<file path="src/rtl/maxpool_window_reader_if.sv">
// maxpool_window_reader_if: control and buffer bus of the max-pool reader.
// master = pooling engine, slave = buffer/sequencer side.
interface maxpool_window_reader_if #(
   parameter int DATA_WIDTH = 20,
   parameter int IMG_W_LOG2 = 6
);
   logic                         start;
   logic                         busy;
   logic                         done;
   logic                         crd;
   logic [2*IMG_W_LOG2-1:0]      caddr_rd;
   logic signed [DATA_WIDTH-1:0] cdata_rd;
   logic                         cwr;
   logic [2*IMG_W_LOG2-3:0]      caddr_wr;
   logic signed [DATA_WIDTH-1:0] cdata_wr;
   logic [2:0]                   csel;

   modport master (
      input  start, cdata_rd,
      output busy, done, crd, caddr_rd, cwr, caddr_wr, cdata_wr, csel
   );

   modport slave (
      output start, cdata_rd,
      input  busy, done, crd, caddr_rd, cwr, caddr_wr, cdata_wr, csel
   );
endinterface

</file>
<file path="src/rtl/maxpool_window_reader.sv">
// maxpool_window_reader: 2x2/stride-2 signed max-pool, one sample per cycle.
// Define MAXPOOL_RELU_CLAMP_EN to write negative maxima as zero.
module maxpool_window_reader #(
   parameter int         DATA_WIDTH = 20,
   parameter int         IMG_W_LOG2 = 6,
   parameter logic [2:0] SEL_RD     = 3'b001,
   parameter logic [2:0] SEL_WR     = 3'b011
) (
   input logic                     clk,
   input logic                     reset_n,
   maxpool_window_reader_if.master bus
);
   localparam int PW = IMG_W_LOG2 - 1;

   typedef enum logic [2:0] {IDLE, RD, WAIT, WR, FIN} state_t;

   state_t                       state_q, state_d;
   logic [1:0]                   k_q, k_d;
   logic [PW-1:0]                prow_q, prow_d;
   logic [PW-1:0]                pcol_q, pcol_d;
   logic signed [DATA_WIDTH-1:0] max_q, max_d;
   logic signed [DATA_WIDTH-1:0] wval;
   logic                         cap_en, cap_first;

   logic                         busy_d, done_d, crd_d, cwr_d;
   logic [2*IMG_W_LOG2-1:0]      ard_d;
   logic [2*IMG_W_LOG2-3:0]      awr_d;
   logic signed [DATA_WIDTH-1:0] dwr_d;
   logic [2:0]                   csel_d;

   // state, window position and running max
   always_ff @(posedge clk) begin
      if (!reset_n) begin
         state_q <= IDLE;
         k_q     <= '0;
         prow_q  <= '0;
         pcol_q  <= '0;
         max_q   <= '0;
      end else begin
         state_q <= state_d;
         k_q     <= k_d;
         prow_q  <= prow_d;
         pcol_q  <= pcol_d;
         max_q   <= max_d;
      end
   end

   // next state, window stepping and sample capture
   always_comb begin
      state_d = state_q;
      k_d     = k_q;
      prow_d  = prow_q;
      pcol_d  = pcol_q;
      // data returns one cycle after its read
      cap_en    = (state_q == RD && k_q != 2'd0) || state_q == WAIT;
      cap_first = state_q == RD && k_q == 2'd1;
      max_d     = max_q;
      if (cap_en && (cap_first || bus.cdata_rd > max_q))
         max_d = bus.cdata_rd;
      unique case (state_q)
         IDLE: begin
            if (bus.start) begin
               state_d = RD;
               k_d     = '0;
               prow_d  = '0;
               pcol_d  = '0;
            end
         end
         RD: begin
            k_d = k_q + 2'd1;
            if (k_q == 2'd3)
               state_d = WAIT;
         end
         WAIT: state_d = WR;
         WR: begin
            k_d    = '0;
            pcol_d = pcol_q + PW'(1);
            if (&pcol_q)
               prow_d = prow_q + PW'(1);
            state_d = (&pcol_q && &prow_q) ? FIN : RD;
         end
         FIN:     state_d = IDLE;
         default: state_d = IDLE;
      endcase
   end

   // value written for the finished window
   always_comb begin
`ifdef MAXPOOL_RELU_CLAMP_EN
      wval = max_d[DATA_WIDTH-1] ? '0 : max_d;
`else
      wval = max_d;
`endif
   end

   // next values of the registered outputs
   always_comb begin
      crd_d  = state_d == RD;
      cwr_d  = state_d == WR;
      done_d = state_d == FIN;
      busy_d = crd_d || cwr_d || state_d == WAIT;
      ard_d  = '0;
      awr_d  = '0;
      dwr_d  = '0;
      if (crd_d)
         ard_d = {prow_d, k_d[1], pcol_d, k_d[0]};
      if (cwr_d) begin
         awr_d = {prow_d, pcol_d};
         dwr_d = wval;
      end
      unique case (1'b1)
         crd_d:   csel_d = SEL_RD;
         cwr_d:   csel_d = SEL_WR;
         default: csel_d = '0;
      endcase
   end

   // output registers
   always_ff @(posedge clk) begin
      if (!reset_n) begin
         bus.busy     <= 1'b0;
         bus.done     <= 1'b0;
         bus.crd      <= 1'b0;
         bus.caddr_rd <= '0;
         bus.cwr      <= 1'b0;
         bus.caddr_wr <= '0;
         bus.cdata_wr <= '0;
         bus.csel     <= '0;
      end else begin
         bus.busy     <= busy_d;
         bus.done     <= done_d;
         bus.crd      <= crd_d;
         bus.caddr_rd <= ard_d;
         bus.cwr      <= cwr_d;
         bus.caddr_wr <= awr_d;
         bus.cdata_wr <= dwr_d;
         bus.csel     <= csel_d;
      end
   end
endmodule

</file>
<file path="src/flat_wrapper.sv">
// flat-port wrapper written by rule: the top's interface ports become plain ports
module maxpool_window_reader_flat 
#(
   parameter int         DATA_WIDTH = 20,
   parameter int         IMG_W_LOG2 = 6,
   parameter logic [2:0] SEL_RD     = 3'b001,
   parameter logic [2:0] SEL_WR     = 3'b011
)
  (clk, reset_n, bus_start, bus_cdata_rd, bus_busy, bus_done, bus_crd, bus_caddr_rd, bus_cwr, bus_caddr_wr, bus_cdata_wr, bus_csel);
  maxpool_window_reader_if #(.DATA_WIDTH(DATA_WIDTH), .IMG_W_LOG2(IMG_W_LOG2)) bus_i ();
  input logic clk;
  input logic reset_n;
  input wire logic [$bits(bus_i.start)-1:0] bus_start;
  input wire logic [$bits(bus_i.cdata_rd)-1:0] bus_cdata_rd;
  output wire logic [$bits(bus_i.busy)-1:0] bus_busy;
  output wire logic [$bits(bus_i.done)-1:0] bus_done;
  output wire logic [$bits(bus_i.crd)-1:0] bus_crd;
  output wire logic [$bits(bus_i.caddr_rd)-1:0] bus_caddr_rd;
  output wire logic [$bits(bus_i.cwr)-1:0] bus_cwr;
  output wire logic [$bits(bus_i.caddr_wr)-1:0] bus_caddr_wr;
  output wire logic [$bits(bus_i.cdata_wr)-1:0] bus_cdata_wr;
  output wire logic [$bits(bus_i.csel)-1:0] bus_csel;
  assign bus_i.start = bus_start;
  assign bus_i.cdata_rd = bus_cdata_rd;
  assign bus_busy = bus_i.busy;
  assign bus_done = bus_i.done;
  assign bus_crd = bus_i.crd;
  assign bus_caddr_rd = bus_i.caddr_rd;
  assign bus_cwr = bus_i.cwr;
  assign bus_caddr_wr = bus_i.caddr_wr;
  assign bus_cdata_wr = bus_i.cdata_wr;
  assign bus_csel = bus_i.csel;
  maxpool_window_reader #(.DATA_WIDTH(DATA_WIDTH), .IMG_W_LOG2(IMG_W_LOG2), .SEL_RD(SEL_RD), .SEL_WR(SEL_WR)) u_core (.clk(clk), .reset_n(reset_n), .bus(bus_i));
endmodule
</file>
<file path="config.mk">
export PLATFORM = sky130hd
export DESIGN_NAME = maxpool_window_reader_flat
export DESIGN_NICKNAME = d
export VERILOG_FILES = /design/src/rtl/maxpool_window_reader_if.sv /design/src/rtl/maxpool_window_reader.sv /design/src/flat_wrapper.sv
export SDC_FILE = /design/constraint.sdc
export NUM_CORES = 1
export LEC_CHECK = 0
export CAP_MARGIN = 20
export CORE_MARGIN = 2
export CORE_UTILIZATION = 45
export CTS_CLUSTER_DIAMETER = 30
export DETAILED_ROUTE_END_ITERATION = 10
export DONT_BUFFER_PORTS = 1
export REMOVE_ABC_BUFFERS = 1
export SLEW_MARGIN = 10
export SYNTH_ARGS = -nofsm -noshare
export SYNTH_HDL_FRONTEND = slang
export SYNTH_SLANG_ARGS = --single-unit
</file>
<file path="constraint.sdc">
create_clock -name clk -period 5.05 [get_ports clk]
set_input_delay 1.2625 -clock clk [delete_from_list [all_inputs] [get_ports clk]]
set_output_delay 1.2625 -clock clk [all_outputs]
set_load 0.02 [all_outputs]
</file>
Word level (Yosys, flattened, before mapping)
Cells that the tools add are included.
W data, S select, Z words.
{"block": "word_totals", "ff_bits": 84, "input_bits": 23, "out_inout_bits": 49, "elab_cells": 53}
{"block": "classes", "n_addsub": 3, "order_cmp": 1, "n_eq_ne": 9, "n_mux": 13, "n_reduce_logical": 14}
{"operator": "$gt A20 B20 Y1", "n": 1}
{"operator": "$mux W20", "n": 1}
{"operator": "$pmux W5 S2", "n": 2}
{"operator": "$mux W5", "n": 3}
{"operator": "$eq A3 B2 Y1 const B", "n": 4}
{"operator": "$pmux W3 S4", "n": 1}
{"operator": "$add A5 B1 Y5 const B", "n": 2}
{"operator": "$reduce_and A5 Y1", "n": 2}
{"operator": "$mux W3", "n": 3}
{"operator": "$eq A3 B1 Y1 const B", "n": 2}
{"operator": "$pmux W2 S3", "n": 1}
{"operator": "$logic_and A1 B1 Y1", "n": 4}
{"operator": "$logic_or A1 B1 Y1", "n": 4}
{"operator": "$pmux W2 S2", "n": 1}
{"operator": "$reduce_and A2 Y1", "n": 2}
{"operator": "$eq A3 B3 Y1 const B", "n": 1}
{"operator": "$logic_not A3 Y1", "n": 1}
{"operator": "$add A2 B1 Y2 const B", "n": 1}
{"operator": "$eq A2 B1 Y1 const B", "n": 1}
{"operator": "$eq A2 B2 Y1 const B", "n": 1}
{"operator": "$mux W2", "n": 1}
{"operator": "$reduce_bool A2 Y1", "n": 1}

Longest topological paths before layout
Gate-level depths: netlist of the first run.
{"block": "logic_depth", "ltp_word": 7, "mapped_depth": 10, "depth_no_buf": 8}

Worst setup path before layout of the first run
OpenSTA, ideal clock, no wires.
{"block": "synth_timing", "kind": "input port to flip-flop", "startpoint": "in bus_cdata_rd[14]", "endpoint": "reg u_core.bus.cdata_wr[0]", "setup_ns": 0.072, "t_arrival_ns": 3.071, "required_ns": 4.978, "slack_ns": 1.908, "path_stages": 9, "path_buffers": 2, "cell_sequence": "ha_1 -> nand4_1 -> or4_4 -> o21a_1 -> o311ai_1 -> and3_1 -> buf_6 -> buf_12 -> mux2i_1"}
{"block": "synth_between", "elab_chain_cells": 4}
{"item": "from (decl)", "line": "flat_wrapper.sv:14", "source": "input wire logic [$bits(bus_i.cdata_rd)-1:0] bus_cdata_rd;"}
{"item": "$gt A20 B20 Y1", "line": "maxpool_window_reader.sv:58", "source": "if (cap_en && (cap_first || bus.cdata_rd > max_q))"}
{"item": "$logic_or A1 B1 Y1", "line": "maxpool_window_reader.sv:58"}
{"item": "$logic_and A1 B1 Y1", "line": "maxpool_window_reader.sv:58"}
{"item": "$mux W20", "line": "maxpool_window_reader.sv:58"}
{"item": "to (signal assigned)", "line": "maxpool_window_reader.sv:136", "source": "bus.cdata_wr <= dwr_d;"}
{"item": "to (decl)", "line": "maxpool_window_reader_if.sv:20", "source": "output busy, done, crd, caddr_rd, cwr, caddr_wr, cdata_wr, csel"}
Every way passes these cells.
A chain may end at the register's enable or synchronous reset.

Worst setup path after layout of the first run
{"block": "layout_timing", "startpoint": "in bus_cdata_rd[13]", "endpoint": "reg u_core.max_q[15]"}
{"block": "layout_between", "elab_chain_cells": 4}
{"item": "$gt A20 B20 Y1", "line": "maxpool_window_reader.sv:58"}
{"item": "$logic_or A1 B1 Y1", "line": "maxpool_window_reader.sv:58"}
{"item": "$logic_and A1 B1 Y1", "line": "maxpool_window_reader.sv:58"}
{"item": "$mux W20", "line": "maxpool_window_reader.sv:58"}
{"item": "to (signal assigned)", "line": "maxpool_window_reader.sv:44", "source": "max_q <= max_d;"}
{"item": "to (decl)", "line": "maxpool_window_reader.sv:21", "source": "logic signed [DATA_WIDTH-1:0] max_q, max_d;"}
Every way passes these cells.

==> flow_summary.json, run 1 <==
{
  "status": "completed",
  "drt-vias-per-instance": 4.99,
  "clk_latency_ns": 0.35,
  "max_freq_mhz": 294,
  "rsz0062_at_grt": "false",
  "crit_path_start_kind": "input pin",
  "synth.cell_area_um2": 3620,
  "synth_top_area_share_pct": 45.3,
  "peakVddDrop_mv": 0.132,
  "h-tree-depth": 3,
  "synthArstFlopShare_pct": 0,
  "syn_inst": 396,
  "fin_worst_skew_ns": 0.00846,
  "fin_crit_ns": 3.40,
  "antenna_found_initial": 0,
  "r2r-start": "u_core.max_q[15]",
  "grt_pass1_wl_um": 11700,
  "reg2reg_slack_ns": 2.11,
  "antenna_cells": 0,
  "dpl.hpwl_um": 4710,
  "synth_compound_area_share_pct": 7.60,
  "yosys_warnings": 0,
  "port_buffers": 0,
  "crit_path_end_kind": "flip-flop",
  "num_vias": 2474,
  "track_usage_pct": 17.2,
  "drv_cap": 0,
  "setup_tns_ns": 0,
  "syn_area_per_cell_um2": 9.15,
  "start_util_pct": 46.6,
  "antenna_left": 0,
  "p_leak_nw": 1.67,
  "initialDrtViolationCount": 126,
  "nets": 439,
  "worstHoldPathCells": 2,
  "hold_viol": 0,
  "intPower_w": 0.000973,
  "cp.required_ns": 5.32,
  "drc": 0,
  "synthTopCellsByArea": "dfxtp_1, mux2i_1, ha_1",
  "wirelength_um": 6780,
  "post_cts_buffers": 0,
  "power_switching_w": 0.000286,
  "die_area_um2": 8780,
  "fp.dieH_um": 93.7,
  "clk_pin_slew_ns": 0.08,
  "finalMaxSlewViolations": 0,
  "hold_class": "reg -> reg",
  "first_global_vias": 2475,
  "drive_above_1_share_pct": 6.85,
  "core_area_um2": 7770,
  "top_level_ports": 72,
  "max_stage_delay_ns": 0.60,
  "synth_area_leader_cell": "dfxtp_1",
  "synth_top_family_by_area": "simple AND/OR/NAND/NOR gates",
  "fin_hold_ws_ns": 0.475,
  "cts_hold_buffers": 0,
  "muxShareOfSynthArea_pct": 11.3,
  "synth-xor-area-share_pct": 0.484,
  "grt_overflow": 0,
  "p_comb_share_pct": 6.3,
  "crit_end": "u_core.max_q[15]",
  "ctsLongestPathBuffers": 2,
  "fill_cells": 776,
  "grt_max_degree": 55,
  "rows": 32,
  "worst_pin_slew_ns": 0.726,
  "dr.pass1.iters": 4,
  "netlist_top_cells_count": "nand2_1, dfxtp_1, mux2i_1, nor2_1, ha_1",
  "yosysMostFrequentCell": "nand2_1",
  "die_w_um": 93.7,
  "r2r-end": "u_core.max_q[15]",
  "wl_per_cell_um": 13.7,
  "setup_violations": 0,
  "synthAdderAreaFrac_pct": 9.33,
  "dpl_cell_area_um2": 3630,
  "syn_to_final_growth_pct": 6.22,
  "switching_share_pct": 22.7,
  "synthSimpleGateAreaFrac_pct": 18.8,
  "synth_edf_count": 0,
  "ys_types": 39,
  "ys_seq_area_share_pct": 45.3,
  "crit_start": "bus_cdata_rd[13]",
  "clkPwrFrac_pct": 40.8,
  "path_max_fanout": 22,
  "place.gp.congestion": 0.852,
  "cts_buffers": 9,
  "cts_resized": 0,
  "ff2ff_path_depth": 9,
  "worstPathArrival_ns": 3.67,
  "setup.worst_path.class": "in -> reg",
  "synth_seq_cells": 82,
  "power_density_nw_per_um2": 327,
  "root_buffer": "clkbuf_8",
  "seqPwrFrac_pct": 52.9,
  "max-slew-margin-rel_pct": 51.5,
  "design_area_um2": 3850,
  "path_cells": "ha_1, nand4_1, or4_4, o21a_1, o311ai_1, and3_2, buf_12, mux2i_1",
  "cts.sink_count": 82,
  "synthFlopType": "dfxtp_1",
  "crit_slowest_cell": "and3_2",
  "min_period_over_period_pct": 67.3,
  "cts_tree": "built"
}
[routing by layer]
layer  wire length, um  vias to the layer above  share of wire, %  GRT usage, %
li1                  -                     1283                 -             -
met1              3370                     1127                50          22.4
met2              2950                       54                44          26.1
met3               308                       10               4.5          3.85
met4               149                        0               2.2          9.78
met5                 0                        -                 0             0
[power by group through the flow]
stage | Combinational [W] | Sequential [W] | Clock [W]
floorplan | 0.0000645 | 0.000680 | 0
global placement | 0.0000779 | 0.000681 | 0
detailed placement | 0.0000802 | 0.000682 | 0
CTS | 0.0000808 | 0.000666 | 0.000531
global route | 0.0000916 | 0.000668 | 0.000559
finish | 0.0000793 | 0.000667 | 0.000514
[cells by family after synthesis]
| group | count (synthesis) |
|---|---|
| multiplexers | 41 |
| AO/OA/AOI/OAI | 42 |
| buffers and inverters | 47 |
| AND/OR/NAND/NOR | 154 |
| adder cells (fa/ha/maj) | 27 |
| other | 1 |
| flip-flops | 82 |
| XOR/XNOR | 2 |
[cells in the final DEF (no fill, tap or decap), types with 2 or more instances in the layout]
cell	n
a21o_1	3
a21oi_1	14
a22oi_1	5
a32oi_1	2
and3_1	2
bufinv_16	2
clkbuf_8	9
clkinvlp_4	2
dfxtp_1	82
ha_1	27
inv_1	26
mux2i_1	41
nand2_1	89
nand2b_1	2
nand3_1	3
nand3b_1	2
nand4_1	6
nor2_1	28
nor2b_1	12
o211ai_1	2
o21a_1	3
o21ai_0	4
o22ai_1	2
or2_2	4
xnor2_1	2
[worst min-delay path by stage]
stage / from / endpoint
2_1_floorplan: u_core.max_q[10] / u_core.bus.cdata_wr[10]
3_3_place_gp: u_core.max_q[10] / u_core.max_q[10]
3_5_place_dp: u_core.max_q[10] / u_core.bus.cdata_wr[10]
4_1_cts: u_core.max_q[19] / u_core.bus.cdata_wr[19]
5_1_grt: u_core.max_q[9] / u_core.bus.cdata_wr[9]
6_report: u_core.max_q[4] / u_core.max_q[4]
[flip-flops by register name, summed over array words and instances, names as in the netlist]
register	cells
u_core.max_q	20
u_core.bus.done	1
u_core.bus.caddr_rd	12
u_core.prow_q	5
u_core.pcol_q	5
u_core.state_q	3
u_core.bus.busy	1
u_core.bus.crd	1
u_core.bus.cwr	1
u_core.bus.csel	1
u_core.k_q	2
u_core.bus.cdata_wr	20
u_core.bus.caddr_wr	10
[worst max-delay path: cells and delay by family]
kind	cells	cell delay [ns]
AO/OA/AOI/OAI	2	0.28
AND/OR/NAND/NOR	3	1.31
multiplexers	1	0.24
adder cells (fa/ha/maj)	1	0.28
buffers and inverters	1	0.27
[through the flow]
stage	setup slack, ns	total power (W)	std cells	util [%]
after floorplan	0.799	0.000744	375	-
after global placement	1.38	0.000759	479	46.6
after detailed placement	1.24	0.000762	480	46.7
after CTS	1.63	0.00128	496	49.5
after global routing	1.49	0.00132	496	49.5
final	1.65	0.00126	496	49.5
[layout make-up]
| cell class | instances | area, um2 | area share [%] |
|---|---|---|---|
| Clock buffer | 10 | 128 | 3.32 |
| Multi-Input combinational cell | 267 | 1730 | 44.8 |
| Tap cell | 102 | 128 | 3.32 |
| Inverter | 26 | 97.6 | 2.54 |
| Sequential cell | 82 | 1640 | 42.7 |
| Timing Repair Buffer | 3 | 38.8 | 1.01 |
| Clock inverter | 6 | 88.8 | 2.31 |
(Power assumes the default switching activity.)
==> run 2: changes to the inputs <==
Settings changed: ABC_AREA from default to 1.
Clock period 5.05 ns to 3.14 ns, I/O delays scaled along.
==> run 2 against run 1 <==
Final cell count increased by 9.3%. Critical path type unchanged. Clock skew increased by 0.0030 ns. Die area decreased by 0.56%. Non-clock buffer count increased by 1. Sequential cell count unchanged. Setup slack got worse by 0.85 ns. Register-to-register slack got worse by 1.3 ns. First-iteration DRC count decreased by 66%. Clock power increased by 55%. Via count increased by 1.7%. Combinational power increased to 2.5 times the previous value.
==> flow_summary.json, run 2 <==
{
  "synth_top_area_share_pct": 45.6,
  "clk_latency_ns": 0.36,
  "antenna_cells": 0,
  "fin_crit_ns": 2.34,
  "ff2ff_path_depth": 15,
  "ys_types": 27,
  "crit_path_start_kind": "input pin",
  "max_freq_mhz": 428,
  "synth.cell_area_um2": 3600,
  "setup_violations": 0,
  "pre_cts_ws_ns": 0.430,
  "max-slew-margin-rel_pct": 61.0,
  "core_area_um2": 7730,
  "syn_area_per_cell_um2": 8.28,
  "p_comb_share_pct": 9.6,
  "num_vias": 2516,
  "worstPathArrival_ns": 2.57,
  "seqPwrFrac_pct": 51.8,
  "intPower_w": 0.00151,
  "antenna_found_initial": 0,
  "r2r-start": "u_core.max_q[11]",
  "power_density_nw_per_um2": 535,
  "highest_layer": "met4",
  "die_area_um2": 8730,
  "wl_per_cell_um": 12.5,
  "min_period_over_period_pct": 74.5,
  "synthArstFlopShare_pct": 0,
  "r2r-end": "u_core.max_q[16]",
  "root_buffer": "clkbuf_8",
  "synth_area_leader_cell": "dfxtp_1",
  "rsz0062_at_grt": "false",
  "synth_seq_cells": 82,
  "finalMaxSlewViolations": 0,
  "hold_class": "in -> reg",
  "status": "completed",
  "yosys_warnings": 0,
  "reg_top3": "u_core.bus.cdata_wr x20, u_core.max_q x20, u_core.bus.caddr_rd x12",
  "initialDrtViolationCount": 43,
  "crit_start": "bus_cdata_rd[19]",
  "h-tree-depth": 3,
  "hold_viol": 0,
  "track_usage_pct": 16.8,
  "reg2reg_slack_ns": 0.84,
  "synthSimpleGateAreaFrac_pct": 29.3,
  "netlist_top_cells_count": "nor2_1, dfxtp_1, inv_1, nand2_1, ha_1",
  "crit_end": "u_core.max_q[16]",
  "postLayoutSetupSlackWorst_ns": 0.801,
  "cts_hold_buffers": 0,
  "cts_buffers": 9,
  "antenna_left": 0,
  "dr.pass1.iters": 4,
  "drt-vias-per-instance": 4.64,
  "path_max_fanout": 20,
  "fp.dieH_um": 93.5,
  "grt_max_degree": 37,
  "cts_resized": 0,
  "place.gp.congestion": 0.790,
  "cts.sink_count": 82,
  "worst_pin_slew_ns": 0.584,
  "synthAdderAreaFrac_pct": 9.38,
  "drv_cap": 0,
  "synth_compound_area_share_pct": 5.32,
  "ys_seq_area_share_pct": 45.6,
  "dpl.hpwl_um": 4700,
  "cts_tree": "built",
  "ctsLongestPathBuffers": 2,
  "first_global_vias": 2467,
  "setup.worst_path.class": "in -> reg",
  "hold_path_startpoint": "reset_n",
  "synth_top_family_by_area": "simple AND/OR/NAND/NOR gates",
  "dr_wl_met2_um": 3140,
  "synth_edf_count": 0,
  "nets": 485,
  "wl_met1_um": 3130,
  "syn_to_final_growth_pct": 7.37,
  "switching_share_pct": 27.1,
  "clk_pin_slew_ns": 0.09,
  "muxShareOfSynthArea_pct": 0,
  "grt_overflow": 0,
  "grt_pass1_wl_um": 11500,
  "top_level_ports": 72,
  "syn_inst": 435,
  "final_cell_mix": "nor2_1, dfxtp_1, inv_1",
  "rows": 32,
  "final_common_cell": "nor2_1",
  "peakVddDrop_mv": 0.204,
  "setup_tns_ns": 0,
  "die_w_um": 93.5,
  "wirelength_um": 6770,
  "port_buffers": 0,
  "clkPwrFrac_pct": 38.6,
  "fin_worst_skew_ns": 0.0115,
  "start_util_pct": 46.6,
  "power_switching_w": 0.000560,
  "synthTopCellsByArea": "dfxtp_1, ha_1, nor2_1",
  "post_cts_buffers": 0,
  "wl_met3_um": 414,
  "synth-xor-area-share_pct": 0,
  "yosysMostFrequentCell": "nor2_1",
  "drive_above_1_share_pct": 16.4,
  "p_leak_nw": 1.69,
  "crit_path_end_kind": "flip-flop",
  "cp.required_ns": 3.37,
  "synthFlopType": "dfxtp_1",
  "drc": 0
}
run 2: cell families (layout without fill, tap and decap cells):
logic type	count (synthesis)	count (layout)
compound gates	32	32
fa+ha+maj	27	27
buf+inv	88	93
flops	82	82
other cells	1	1
simple gates	205	205
run 2: worst max-delay path, cell delays in order:
cell,delay [ns]
ha_1,0.32
nand2_1,0.12
inv_1,0.04
nand2_1,0.06
nand2_1,0.05
a21oi_1,0.20
nand3_2,0.10
nand2_1,0.06
nand2_1,0.06
nand2_2,0.07
nand2_4,0.05
nand2_4,0.44
nand2_4,0.08
nand2_2,0.09
nor2_1,0.04
run 2: cell type report:
class	instances	area, um2
fill	758	3860
clock buffer	9	124
clock inverter	7	82.6
sequential	82	1640
multi-input combinational	265	1590
inverter	73	274
timing repair buffer	4	30.0
tap	102	128
run 2: worst min-delay path by stage:
stage	endpoint	cells past startpoint
6_report	u_core.bus.cwr	2
4_1_cts	u_core.bus.cwr	2
2_1_floorplan	u_core.k_q[1]	2
5_1_grt	u_core.bus.cwr	2
3_3_place_gp	u_core.k_q[1]	2
3_5_place_dp	u_core.bus.caddr_wr[4]	2
run 2: layer usage:
layer  up-vias  GRT usage [%]
met4         0           5.15
met5         -              0
met1      1133           20.6
met3         8           6.53
met2        46           27.2
li1       1329              -
run 2: power by group through the flow:
stage	combinational, W	sequential [W]	clock, W
CTS	0.000202	0.00107	0.000821
detailed placement	0.000201	0.00110	0
floorplan	0.000156	0.00109	0
global route	0.000229	0.00107	0.000869
global placement	0.000196	0.00110	0
finish	0.000199	0.00107	0.000798
run 2: metrics by stage:
stage	total power (W)	cell area [um2]	hold WS (ns)	util, %	instances
2_1_floorplan	0.00125	3500	0.496	-	420
3_3_place_gp	0.00129	3660	0.531	47.4	526
3_5_place_dp	0.00130	3660	0.547	47.4	526
4_1_cts	0.00209	3870	0.545	50.0	542
5_1_grt	0.00217	3870	0.540	50.0	542
6_report	0.00207	3870	0.561	50.0	542
